**src/rtl/stft_pkg.sv**
```systemverilog
// stft_pkg: shared constants and the twiddle-sequencer state type for the STFT engine.
package stft_pkg;
    localparam int HALF_DEG_PER_TURN = 720;
    localparam int ROM_DEPTH         = 721;
    localparam int SIN_OFFSET_HALF   = 540;

    typedef enum logic [2:0] {IDLE, COS_RD, SIN_RD, CAP, OUT} tw_state_e;
endpackage

```
**src/rtl/stft_phase_to_index.sv**
```systemverilog
// stft_phase_to_index: maps phase p (turn/N units) to rounded half-degree cosine ROM indices.
// Ports: p (phase, LOG2N bits) -> idx_c (0..720); idx_s (sin index, 0..719) only when
// STFT_TWIDDLE_SIN_EN is defined.
module stft_phase_to_index
    import stft_pkg::*;
#(
    parameter int LOG2N = 8
) (
    input  logic [LOG2N-1:0] p,
    output logic [9:0]       idx_c
`ifdef STFT_TWIDDLE_SIN_EN
    ,
    output logic [9:0]       idx_s
`endif
);
    localparam int PW = LOG2N + 10;

    // Adding N/2 before the shift rounds to the nearest half degree.
    always_comb idx_c = 10'((PW'(p) * PW'(HALF_DEG_PER_TURN) + PW'(1 << (LOG2N - 1))) >> LOG2N);

`ifdef STFT_TWIDDLE_SIN_EN
    logic [10:0] s;

    // sin(x) = cos(x + 270 deg); 720 aliases 0 before the offset so the result stays in 0..719.
    always_comb begin
        s     = (idx_c == 10'(HALF_DEG_PER_TURN) ? 11'd0 : {1'b0, idx_c}) + 11'(SIN_OFFSET_HALF);
        idx_s = s >= 11'(HALF_DEG_PER_TURN) ? 10'(s - 11'(HALF_DEG_PER_TURN)) : s[9:0];
    end
`endif
endmodule

```
**src/rtl/stft_twiddle_seq.sv**
```systemverilog
// stft_twiddle_seq: sweeps bin k (outer) and sample n (inner), reads cos (and optionally sin)
// from the shared half-degree cosine ROM and streams {cos, sin, k, n} on a valid/ready port.
// Ports: clk, rst (sync, active-high); start/busy/done sweep control; rom_en, rom_deg_half,
// rom_data (registered ROM, one-cycle latency); out_valid/out_ready handshake carrying
// out_cos, out_sin, out_k, out_n, out_last (final word of the sweep).
// Build option: STFT_TWIDDLE_SIN_EN adds the sine read; without it out_sin is 0.
module stft_twiddle_seq
    import stft_pkg::*;
#(
    parameter int LOG2N    = 8,
    parameter int NUM_BINS = 129
) (
    input  logic                    clk,
    input  logic                    rst,
    input  logic                    start,
    output logic                    busy,
    output logic                    done,
    output logic                    rom_en,
    output logic [9:0]              rom_deg_half,
    input  logic signed [15:0]      rom_data,
    output logic                    out_valid,
    input  logic                    out_ready,
    output logic signed [15:0]      out_cos,
    output logic signed [15:0]      out_sin,
    output logic [LOG2N-1:0]        out_k,
    output logic [LOG2N-1:0]        out_n,
    output logic                    out_last
);
    tw_state_e          state_q, state_d;
    logic [LOG2N-1:0]   k_q, k_d, n_q, n_d, p_q, p_d;
    logic signed [15:0] cos_q, cos_d;
    logic               done_q, done_d;
    logic [9:0]         idx_c;
    logic               is_last;
`ifdef STFT_TWIDDLE_SIN_EN
    logic signed [15:0] sin_q, sin_d;
    logic [9:0]         idx_s;
`endif

    stft_phase_to_index #(.LOG2N(LOG2N)) u_idx (
        .p     (p_q),
        .idx_c (idx_c)
`ifdef STFT_TWIDDLE_SIN_EN
        ,
        .idx_s (idx_s)
`endif
    );

    // n = N-1 is all ones, so n + 1 wraps to 0 exactly when k must advance.
    assign is_last = (k_q == LOG2N'(NUM_BINS - 1)) && (&n_q);

    always_comb begin
        state_d      = state_q;
        k_d          = k_q;
        n_d          = n_q;
        p_d          = p_q;
        cos_d        = cos_q;
        done_d       = 1'b0;
        rom_en       = 1'b0;
        rom_deg_half = '0;
`ifdef STFT_TWIDDLE_SIN_EN
        sin_d        = sin_q;
`endif
        case (state_q)
            IDLE: state_d = start ? COS_RD : IDLE;
            COS_RD: begin
                rom_en       = 1'b1;
                rom_deg_half = idx_c;
`ifdef STFT_TWIDDLE_SIN_EN
                state_d      = SIN_RD;
`else
                state_d      = CAP;
`endif
            end
`ifdef STFT_TWIDDLE_SIN_EN
            SIN_RD: begin
                rom_en       = 1'b1;
                rom_deg_half = idx_s;
                cos_d        = rom_data;
                state_d      = CAP;
            end
`endif
            CAP: begin
`ifdef STFT_TWIDDLE_SIN_EN
                sin_d   = rom_data;
`else
                cos_d   = rom_data;
`endif
                state_d = OUT;
            end
            OUT: if (out_ready) begin
                state_d = is_last ? IDLE : COS_RD;
                done_d  = is_last;
                n_d     = is_last ? '0 : n_q + 1'b1;
                k_d     = is_last ? '0 : (&n_q ? k_q + 1'b1 : k_q);
                // Phase accumulates k per sample instead of multiplying k*n.
                p_d     = (is_last || &n_q) ? '0 : p_q + k_q;
            end
            default: state_d = IDLE;
        endcase
    end

    always_ff @(posedge clk) begin
        if (rst) begin
            state_q <= IDLE;
            k_q     <= '0;
            n_q     <= '0;
            p_q     <= '0;
            cos_q   <= '0;
            done_q  <= 1'b0;
`ifdef STFT_TWIDDLE_SIN_EN
            sin_q   <= '0;
`endif
        end else begin
            state_q <= state_d;
            k_q     <= k_d;
            n_q     <= n_d;
            p_q     <= p_d;
            cos_q   <= cos_d;
            done_q  <= done_d;
`ifdef STFT_TWIDDLE_SIN_EN
            sin_q   <= sin_d;
`endif
        end
    end

    assign busy      = state_q != IDLE;
    assign done      = done_q;
    assign out_valid = state_q == OUT;
    assign out_cos   = cos_q;
    assign out_k     = k_q;
    assign out_n     = n_q;
    assign out_last  = out_valid && is_last;
`ifdef STFT_TWIDDLE_SIN_EN
    assign out_sin   = sin_q;
`else
    assign out_sin   = '0;
`endif
endmodule

```
**config.mk**
```make
export PLATFORM = sky130hd
export DESIGN_NAME = stft_twiddle_seq
export DESIGN_NICKNAME = d
export VERILOG_FILES = /design/src/rtl/stft_pkg.sv /design/src/rtl/stft_phase_to_index.sv /design/src/rtl/stft_twiddle_seq.sv
export SDC_FILE = /design/constraint.sdc
export NUM_CORES = 1
export LEC_CHECK = 0
export ABC_AREA = 1
export CORE_AREA = 10 10 97 99
export CTS_BUF_LIST = sky130_fd_sc_hd__clkbuf_4
export DETAILED_ROUTE_END_ITERATION = 7
export DIE_AREA = 0 0 107 109
export PLACE_DENSITY = 0.87
export RECOVER_POWER = 25
export SLEW_MARGIN = 5
export SYNTH_ARGS = -nofsm -noshare
export SYNTH_HDL_FRONTEND = slang
export SYNTH_SLANG_ARGS = --single-unit
export TNS_END_PERCENT = 5
```
**constraint.sdc**
```tcl
create_clock -name clk -period 11 [get_ports clk]
set_input_delay 1.65 -clock clk [delete_from_list [all_inputs] [get_ports clk]]
set_output_delay 1.65 -clock clk [all_outputs]
set_load 0.01 [all_outputs]
```
==> summary.md, run 1 <==
| Metric | Value |
|---|---|
| Pre-CTS setup slack | 5.56 ns |
| Root Driver | clkbuf_4 |
| Initial Util | 45.7% |
| Synth Area per Inst | 6.86 sq um |
| PnR Total Power | 267 uW |
| Postcts setup bufs | 0 |
| Maxcap violations | 0 |
| I/O Buffers | 66 |
| Post-synthesis mux area share | 0% |
| Share of cells above drive strength 1 | 2.99% |
| Final Hold Fails | 0 |
| Cell Pwr Density | 64.0 nW/um^2 |
| Post-synthesis xor/xnor area fraction | 2.03% |
| Core footprint | 7530 sq um |
| Post-Route WL | 8530 microns |
| Clock-pin slew on the worst setup and hold paths | 0.13 ns |
| Commonest non-fill, non-tap cell in the layout | nand2_1 |
| Post-synthesis cell area | 3440 sq um |
| Psw | 68.5 uW |
| CTS sink cnt | 44 |
| Hold path endpoint | out_n[7] |
| Worst-margin pin slew | 0.983 ns |
| Period utilisation layout | 53.2% |
| RR Endpoint | out_k[6] |
| Clock Skews | 0.0117 ns |
| F_max | 0.171 GHz |
| CTS Buffer Depth | 2 |
| DRT iter0 DRCs | 153 |
| Synth Area in Compound Gates | 11.7% |
| Total CTS buffers | 5 |
| Final WS setup | 5.14 ns |
| Fin. max-slew vios | 0 |
| Switch share | 25.6% |
| Antenna Nets Post-Route | 0 |
| FF-to-FF setup slack | 8.81 ns |
| Part of the power in combinational logic | 10.6% |
| Final setup violation count | 0 |
| H-tree depth | 2 |
| Mapped Cells | 502 |
| Vias in the first global route | 3,292 |
| Adder-cell share of the synthesized area | 19.2% |
| Hold Path Origin | out_n[7] |
| Startpoint types | flip-flop |
| P_leak | 0.00210 uW |
| Avg WL per Cell | 12.7 microns |
| Status | complete, no violations |
| Cts hold-fix bufs | 0 |
| CTS resizes | 0 |
| CTS tree | yes |
| Hold Path Stages | 2 |
| # rows | 32 |
| Int Power | 199 uW |
| R2R cell count | 12 |
| # DRC | 0 |
| Clk pwr share | 28.3% |
| #FFs+latches synth | 44 |
| Remaining Overflow, GRT | 0 |
| Largest net degree at the start of global routing | 21 |
| Die area | 11,700 sq um |
| Via Count | 3,314 |
| Final GP Congestion | 0.935 |
| Synth unique cells | 39 |
| Most frequent cells in the layout | nand2_1 (97), inv_1 (77), nor2_1 (67) |
| Reg power frac | 61.1% |
| Ys Warns | 0 |
| WP data arrival | 4.21 ns |
| Relative slew slack | 33.9% |
| Area Overhead vs Synth | 21.2% |
| Setup tns final | 0 ns |
| Tmin final | 5.86 ns |
| RSZ-0062 raised after global routing | false |
| Sequential area share after synthesis | 25.6% |
| Crit Path Category | reg -> out |
| I/O Pins | 83 |
| GR Util All Layers | 14.5% |
| Crit-path max FO | 6 |
| CP Capture Type | output port |
| Reg2Reg Launch Point | state_q[0] |
| Peak supply drop | 0.0764 mV |
| Final core area utilization | 55.5% |
| First-pass GRT wire length | 14,600 microns |
| Die width | 107 microns |
| Post-Synth Simple-Gate Area | 28.5% |
| Initial antenna violation count | 1 |
| Worst Hold Class | reg -> reg |
| Worst EP required | 9.35 ns |
| Drt pass-1 iters | 4 |
| Clk Latency, worst-skew pair | 0.35 ns |
| Routed vias/inst | 4.94 |
| Final Net Count | 635 |
| Dpl hpwl | 7080 microns |
| Largest family of logic cells by synthesized area | simple AND/OR/NAND/NOR gates |
| Chip Height | 109 microns |
-- Yosys cell counts, drive strengths merged --
library cell / count / area share (%)
a211oi: 3 / 0.65
a21o: 1 / 0.22
a21oi: 36 / 5.2
a311oi: 1 / 0.25
a31oi: 1 / 0.18
and3: 1 / 0.18
buf: 18 / 3.7
clkbuf: 6 / 0.69
conb: 1 / 0.11
dfxtp: 44 / 26
fa: 8 / 4.7
ha: 40 / 15
inv: 78 / 8.5
nand2: 99 / 11
nand2b: 1 / 0.18
nand3: 34 / 5.1
nand3b: 1 / 0.22
nand4: 6 / 1.1
nor2: 70 / 8.4
nor3: 7 / 1.2
nor3b: 2 / 0.44
o21a: 2 / 0.44
o21ai: 31 / 4.5
o21bai: 1 / 0.22
or2: 2 / 0.36
xnor2: 2 / 0.51
xor2: 6 / 1.5
-- worst max-delay path by stage --
stage / from / to / cells past startpoint / slack, ns
finish: p_q[1] / rom_deg_half[8] / 18 / 5.14
global route: p_q[1] / rom_deg_half[8] / 19 / 4.77
detailed placement: p_q[1] / rom_deg_half[8] / 18 / 5.56
global placement: p_q[2] / rom_deg_half[8] / 17 / 5.70
CTS: p_q[1] / rom_deg_half[8] / 18 / 5.13
floorplan: p_q[2] / rom_deg_half[8] / 16 / 6.29
-- per-stage QoR --
| stage | cells | area [sq um] | hold WS, ns |
|---|---|---|---|
| 4_1_cts | 670 | 4190 | 0.522 |
| 3_5_place_dp | 662 | 4140 | 0.500 |
| 5_1_grt | 671 | 4170 | 0.547 |
| 6_report | 671 | 4170 | 0.522 |
| 2_1_floorplan | 517 | 3500 | 0.482 |
| 3_3_place_gp | 662 | 4140 | 0.482 |
-- power groups by stage --
stage / Clock, uW / Sequential (uW) / Combinational [uW]
after floorplan: 0 / 168 / 16.7
after detailed placement: 0 / 167 / 28.8
after CTS: 76.2 / 163 / 28.9
final: 75.6 / 163 / 28.3
after global routing: 82.3 / 164 / 31.1
after global placement: 0 / 167 / 28.1
-- state kept, by name (all words and copies together), names as in the netlist --
name	flops
done	1
out_cos	16
out_k	8
out_n	8
p_q	8
state_q	3
-- critical path, stage by stage, from the launching register on --
cell             delay (ns)
dfxtp_1                0.48
ha_1                   0.32
xor2_1                 0.18
ha_1                   0.28
inv_1                  0.05
fa_1                   0.49
inv_1                  0.04
ha_1                   0.36
inv_1                  0.08
nand2_1                0.14
nand3_1                0.09
nand2_1                0.15
nand3_1                0.12
nor2_1                 0.17
nand2_1                0.07
nor2_1                 0.12
nor2_1                 0.05
nor2_1                 0.11
clkdlybuf4s50_1        0.56
-- routing by layer --
metal  GRT usage (%)  vias up  share of wire [%]  wire length (microns)
met5               0        -                  0                      0
met4            3.68        0               0.75                     64
met3            5.01        8                7.0                    594
met2            27.1       77                 51                   4370
met1            15.3     1518                 41                   3500
li1                -     1711                  -                      -
-- cells by family (layout without fill, tap and decap cells) --
logic type	count (synthesis)	count (layout)
buf+inv	102	153
fa+ha+maj	48	48
simple gates	223	223
flops	44	44
xor+xnor	8	8
compound gates	76	76
other cells	1	17
-- cell type report --
type	instances	area (sq um)
inverters	78	293
fillers	718	3350
diodes	1	2.50
multi-input cells	371	2150
well taps	102	128
clock buffers	5	37.5
repair buffers	67	668
flip-flops and latches	44	881
clock inverters	3	13.8
Note: power is estimated with default switching activity, not from simulation.
==> run 2: changes to the inputs <==
Clock period 11 ns to 5.9 ns, I/O delays scaled along.
==> run 2 against run 1 <==
Against the previous run: sequential cell count unchanged; setup slack worse by 4.3 ns; global-route usage increased by 0.31 points; non-clock buffer count stayed put; sequential share of layout area barely moved; die area stayed put; critical endpoint unchanged.
==> summary.md, run 2 (same netlist as run 1, synthesis figures left out) <==
| Metric | Value |
|---|---|
| Status | complete, no violations |
| Setup tns final | 0 ns (unchanged) |
| Peak supply drop | 0.170 mV (+120%) |
| # rows | 32 (unchanged) |
| F_max | 0.198 GHz |
| I/O Buffers | 66 (unchanged) |
| Period utilisation layout | 85.6% |
| Fin. max-slew vios | 0 (unchanged) |
| CP Capture Type | output port |
| First-pass GRT wire length | 14,900 microns (+2.4%) |
| Cell Pwr Density | 119 nW/um^2 (+85%) |
| Startpoint types | flip-flop |
| Initial antenna violation count | 1 (unchanged) |
| Worst Hold Class | reg -> reg |
| Relative slew slack | 32.5% (-1.5 points) |
| Clk Latency, worst-skew pair | 0.35 ns (about the same) |
| H-tree depth | 2 (unchanged) |
| Die width | 107 microns (unchanged) |
| Largest net degree at the start of global routing | 21 (unchanged) |
| Vias in the first global route | 3,362 (+2.1%) |
| I/O Pins | 83 (unchanged) |
| Final core area utilization | 55.6% (+0.10 points) |
| Avg WL per Cell | 12.9 microns (+1.3%) |
| DRT iter0 DRCs | 156 (+2.0%) |
| # DRC | 0 (unchanged) |
| CTS Buffer Depth | 2 (unchanged) |
| RSZ-0062 raised after global routing | false |
| Final setup violation count | 0 (unchanged) |
| GR Util All Layers | 14.8% (+0.31 points) |
| Core footprint | 7530 sq um (unchanged) |
| Total CTS buffers | 5 (unchanged) |
| Root Driver | clkbuf_4 |
| Most frequent cells in the layout | nand2_1 (96), inv_1 (77), nor2_1 (67) |
| Initial Util | 45.7% (unchanged) |
| Via Count | 3,309 (-0.15%) |
| Postcts setup bufs | 0 (unchanged) |
| WP data arrival | 4.16 ns (-0.05 ns) |
| CTS sink cnt | 44 (unchanged) |
| P_leak | 0.00212 uW (+0.80%) |
| Crit-path max FO | 5 (-1) |
| CTS tree | yes |
| Clock Skews | 0.0133 ns (+0.00160 ns) |
| Routed vias/inst | 4.93 (-0.15%) |
| Drt pass-1 iters | 4 (unchanged) |
| Remaining Overflow, GRT | 0 (unchanged) |
| Maxcap violations | 0 (unchanged) |
| Post-Route WL | 8640 microns (+1.3%) |
| Commonest non-fill, non-tap cell in the layout | nand2_1 |
| Worst-margin pin slew | 1.01 ns (+0.0217 ns) |
| Worst EP required | 5.02 ns (-4.33 ns) |
| Clock-pin slew on the worst setup and hold paths | 0.12 ns (about the same) |
| Cts hold-fix bufs | 0 (unchanged) |
| Die area | 11,700 sq um (unchanged) |
| CTS resizes | 0 (unchanged) |
| Chip Height | 109 microns (unchanged) |
| Tmin final | 5.05 ns |
| Final Net Count | 635 (unchanged) |
| Share of cells above drive strength 1 | 3.17% (+0.18 points) |
| Final GP Congestion | 0.935 (about the same) |
| Dpl hpwl | 7090 microns (+0.21%) |
| Max reg flops | 16 (unchanged) |
| Crit Path Category | reg -> out |
| Antenna Nets Post-Route | 0 (unchanged) |
| Area Overhead vs Synth | 21.4% |
| Final Hold Fails | 0 (unchanged) |
| Hold slack final | 0.514 ns (-0.00726 ns) |
[run 2: cell count changes in the layout (fill, tap and decap cells not counted)]
cell / before / now
nand2_1: 97 / 96
nand2_4: 0 / 1
[run 2: worst paths after layout]
kind / startpoint / end / slack, ns / depth (start not counted)
min: out_n[7] / out_n[7] / 0.51 / 2
max reg2reg: state_q[0] / out_k[5] / 3.80 / 12
min reg2reg: out_n[7] / out_n[7] / 0.51 / 2
max: p_q[2] / rom_deg_half[8] / 0.85 / 17
[run 2: where the power goes]
group | switching [uW] | internal (uW) | total, uW
Sequential | 2.54 | 302 | 305
Combinational | 28.5 | 24.6 | 53.1
Clock | 94.4 | 43.9 | 138
Total | 125 | 371 | 496
[run 2: area by class of cell]
type | count | area, sq um
fillers | 728 | 3350
multi-input cells | 371 | 2160
flip-flops and latches | 44 | 881
repair buffers | 67 | 668
inverters | 78 | 293
well taps | 102 | 128
clock buffers | 5 | 37.5
clock inverters | 3 | 13.8
diodes | 1 | 2.50
[run 2: per-stage QoR]
| step | cell area, sq um | worst slack, ns | cells | power, uW |
|---|---|---|---|---|
| after floorplan | 3500 | 1.95 | 517 | 344 |
| after global placement | 4140 | 1.36 | 662 | 363 |
| after detailed placement | 4140 | 1.25 | 662 | 365 |
| after CTS | 4190 | 0.862 | 670 | 500 |
| after global routing | 4180 | 0.444 | 671 | 516 |
| final | 4180 | 0.850 | 671 | 496 |
[run 2: critical path: stages, from the launching register on]
cell and delay (ns):
dfxtp_1 0.46, ha_1 0.31, ha_1 0.29, ha_1 0.32
xor2_1 0.15, ha_1 0.25, fa_1 0.55, nand2_1 0.07
inv_1 0.04, nand2_1 0.07, nor2_1 0.15, nand3_1 0.10
nor2_1 0.17, nand2_1 0.07, nor2_1 0.12, nor2_1 0.06
nor2_1 0.10, clkdlybuf4s50_1 0.55
[run 2: metal layers]
layer / vias to the layer above / global-route usage (%) / part of all wire [%]
met5: - / 0 / 0
li1: 1707 / - / -
met1: 1509 / 15.9 / 41
met2: 82 / 27.7 / 51
met4: 0 / 3.38 / 1.1
met3: 11 / 4.84 / 6.7
==> RTL change 1, RTL diff (config.mk and constraints of run 2) <==
`LOG2N` is set to 8 in 2 places; all go to 7.
--- a/src/rtl/stft_phase_to_index.sv
+++ b/src/rtl/stft_phase_to_index.sv
@@ -4,7 +4,7 @@
 module stft_phase_to_index
     import stft_pkg::*;
 #(
-    parameter int LOG2N = 8
+    parameter int LOG2N = 7
 ) (
     input  logic [LOG2N-1:0] p,
     output logic [9:0]       idx_c
--- a/src/rtl/stft_twiddle_seq.sv
+++ b/src/rtl/stft_twiddle_seq.sv
@@ -7,7 +7,7 @@
 module stft_twiddle_seq
     import stft_pkg::*;
 #(
-    parameter int LOG2N    = 8,
+    parameter int LOG2N    = 7,
     parameter int NUM_BINS = 129
 ) (
     input  logic                    clk,
Ports: changed (resized out_k and out_n); port bits go from 83 to 81. The function was not compared with the original's and may differ.
==> RTL change 1 against run 2 <==
Area after synthesis fell by 8.2%; worst setup slack improved by 0.075 ns; largest cell class unchanged; clock power rose by 33%; combinational power is 12% higher; cell area is 7.0% lower; count of clock-buffer cells in the layout grew 1; routed wire length shrank 11%; sequential cell count decreased by 3; total power rose by 6.8%; clock skew is 0.0079 ns lower; sequential share of layout area hardly changed; register-to-register slack got worse by 0.04 ns.
==> RTL change 1: results (changes against run 2) <==
setup_tns=0 ns (unchanged); status=finished clean; met3 WL=550 um (-4.3%); Static Leak=0.001816 uW (-14%); WP data arrival=4.09 ns (-0.07 ns); Buffers on Ports=64 (-3.0%); first-pass detailed-route iteration total=4 (unchanged); top cells by area, synth=dfxtp_1, ha_1, nand2_1; Fill cells=742 (+1.9%); clk root buf=clkbuf_4; total track usage=13.31% (-1.5 points); Worst path top cell family by delay=adder cells; insertion delay to the later sink of the worst-skew pair=0.35 ns (about the same); crit path max fanout=7 (+2); Max-slew headroom=23.73% (-8.8 points); xor and xnor area share after synthesis=2.495% (+0.46 points); Synth Flop Type=dfxtp_1; Worst-path clk slew=0.12 ns (about the same); Yosys warnings=0 (unchanged); slowest CP cell=clkdlybuf4s50_1; Initial DRC Count=143 (-8.3%); total wire length=7.680 mm (-11%); post-DP HPWL=6.341 mm (-11%); Max VDD drop=0.0001204 V (-29%); post-synthesis compound-gate area fraction=9.941% (-1.8 points); asr flop ratio synth=0% (unchanged); adder-cell share of the synthesized area=18.77% (-0.41 points); initial antenna violation count=0 (-1); fin nets=557 (-12%); proportion of layout cells with a drive suffix above 1=7.661% (+4.5 points); CTS resizes=0 (unchanged); Top Layer Used=met4; CTS buffer count=5 (unchanged); wl on met1=3.146 mm (-12%); Synth cell types=38 (-2.6%); post-synthesis sequential area ratio=25.98% (+0.40 points); commonest cells in the netlist=nand2_1, inv_1, nor2_1; Clock Tree Buf Depth=2 (unchanged); DRT antenna net count=0 (unchanged); vias in the first global route=2972 (-12%); DR vias=2859 (-14%); mux cell area share after synthesis=0% (unchanged); CTS H-Tree Depth=2 (unchanged); routability cong.=0.8087 (-14%); clock skew=0.005404 ns (-0.007938 ns); n_diodes=0 (-1); Post-CTS Setup Bufs=0 (unchanged); met2 WL=3.906 mm (-11%); max reg flops=16 (unchanged); largest net degree at the start of global routing=21 (unchanged); CP peak stage delay=0.55 ns (about the same); first-pass GRT wire length=13.19 mm (-12%)
## RTL change 1: path summary, 6_finish.rpt
kind,start,to,slack (ns),depth (start not counted)
worst max-delay path,p_q[6],rom_deg_half[9],0.93,16
worst min register to register,out_cos[11],out_cos[11],0.49,2
worst max register to register,state_q[1],out_k[3],3.76,10
worst min-delay path,out_cos[11],out_cos[11],0.49,2
## RTL change 1: cell type report
| type | count | share of cell area, % |
|---|---|---|
| Timing Repair Buffer | 64 | 16.47 |
| Clock buffer | 6 | 1.158 |
| Sequential cell | 41 | 21.11 |
| Multi-Input combinational cell | 315 | 50.45 |
| Clock inverter | 2 | 0.8687 |
| Inverter | 68 | 6.660 |
| Tap cell | 102 | 3.282 |
## RTL change 1: stage by stage
step	std cells	power [uW]	setup slack [ns]	util [%]	area [sq um]
6_report	598	529.8	0.9252	51.66	3889
3_5_place_dp	590	352.3	1.287	50.76	3821
2_1_floorplan	448	330.9	1.917	-	3216
5_1_grt	598	554.3	0.6117	51.66	3889
4_1_cts	598	534.7	0.8764	51.81	3900
3_3_place_gp	590	350.4	1.379	50.76	3821
## RTL change 1: power by group
| part | switching [uW] | internal (uW) |
|---|---|---|
| Clock | 91.4 | 92.9 |
| Sequential | 3.84 | 282 |
| Combinational | 31.8 | 27.7 |
## RTL change 1: tightest hold or removal path, stage by stage, from the launching register on
cell	delay (ns)
dfxtp_1	0.34
nor2_1	0.04
nor2_1	0.08
## RTL change 1: cell families after synthesis
| family | Yosys count |
|---|---|
| and+or+nand+nor | 189 |
| buffers and inverters | 92 |
| AOI/OAI and AO/OA | 59 |
| adders and majority gates | 42 |
| DFF | 41 |
| xor gates and xnor gates | 9 |
| other | 1 |
## RTL change 1: layer usage
metal  vias to the layer above  track usage [%]
met5                         -                0
met2                        64            24.93
met1                      1307            13.76
li1                       1477                -
met4                         0            3.191
met3                        11            4.956
==> RTL change 2, RTL diff (config.mk and constraints of run 2) <==
Made on the original files. The 5 states of `tw_state_e` get a one-hot encoding in 5 bits.
--- a/src/rtl/stft_pkg.sv
+++ b/src/rtl/stft_pkg.sv
@@ -4,6 +4,6 @@
     localparam int ROM_DEPTH         = 721;
     localparam int SIN_OFFSET_HALF   = 540;
 
-    typedef enum logic [2:0] {IDLE, COS_RD, SIN_RD, CAP, OUT} tw_state_e;
+    typedef enum logic [4:0] {IDLE = 5'b00001, COS_RD = 5'b00010, SIN_RD = 5'b00100, CAP = 5'b01000, OUT = 5'b10000} tw_state_e;
 endpackage
 
Formal check against the unedited RTL: same outputs for any inputs over 10 cycles, from zero or initial values and one cycle with rst high; not proved beyond that.
==> RTL change 2 against run 2 <==
Area after synthesis grew 2.5%; total power rose by 11%; clock skew down 0.0028 ns; sequential cell count grew 1; largest power group unchanged; worst setup slack worse by 0.082 ns; first-iteration DRC count rose by 9.6%; utilization is 1.3 points higher; routed wire length up 4.9%; critical path type unchanged; cell area grew 2.4%.
==> RTL change 2: results (changes against run 2) <==
met2 WL=4.672 mm (+6.0%); post-DP HPWL=7.297 mm (+2.9%); Fill cells=707 (-2.9%); Non-Filler Instances=678 (+1.0%); CP peak stage delay=0.50 ns (-0.05 ns); wl on met1=3.572 mm (+0.25%); clock-net power=200 uW (+45%); CLK BUF=6 (+1); multi-input gates=380 (+2.4%); Comb pwr share=7.8% (-2.9 points); insertion delay to the later sink of the worst-skew pair=0.37 ns (+0.02 ns); routability cong.=0.9010 (-3.7%); commonest cells in the netlist=nand2_1, inv_1, nor2_1; Yosys reg bits=45 (+2.3%); fin nets=643 (+1.3%); DR vias=3399 (+2.7%); Setup WS pre-CTS=1.255 ns (+0.006290 ns); post-synthesis compound-gate area fraction=10.88% (-0.82 points); worst-margin pin slew=1.028 ns (+0.02241 ns); dpl cell area=4224 sq um (+2.0%); Worst-path clk slew=0.14 ns (+0.02 ns); Seq/total area=21.05% (about the same); adder-cell share of the synthesized area=18.72% (-0.47 points); Synth cell types=32 (-18%); Static Leak=0.002045 uW (-3.4%); total wire length=9.060 mm (+4.9%); n_diodes=0 (-1); Comb power=42.7 uW (-20%); Clock-cell share=1.958% (+0.73 points); Placed Cells incl. Taps=670 (+1.2%); P_int=420.5 uW (+13%); bufs w/o clock=66 (-1.5%); Initial DRC Count=171 (+9.6%); WP data arrival=4.25 ns (+0.09 ns); status=finished clean; met1 Track Usage GR=16.75% (+0.81 points); met3 usage=5.074% (+0.24 points); proportion of layout cells with a drive suffix above 1=2.604% (-0.56 points); multi-input gate share of total cell area=51.80% (+0.18 points)
-- RTL change 2: changes by cell type in the layout (fill, tap and decap cells not counted), sizes merged, moves of 3 or more --
| cell | change |
|---|---|
| nor2 | +3 |
| nand4 | +3 |
| nand3 | +3 |
| xnor2 | +4 |
| xor2 | +3 |
| clkdlybuf4s50 | +4 |
| dlygate4sd3 | -4 |
| a21oi | -3 |
-- RTL change 2: worst paths after layout --
| kind | start | to | slack, ns |
|---|---|---|---|
| min reg2reg | out_cos[11] | out_cos[11] | 0.49 |
| min | out_cos[11] | out_cos[11] | 0.49 |
| max | p_q[1] | rom_deg_half[9] | 0.77 |
| max reg2reg | state_q[4] | out_k[3] | 2.57 |
-- RTL change 2: worst max-delay path: cells and delay by family, from the launching register on --
kind	cells	cell delay (ns)
adders and majority gates	4	1.46
and+or+nand+nor	10	1.09
buffers and inverters	4	0.64
xor gates and xnor gates	1	0.18
DFF	1	0.50
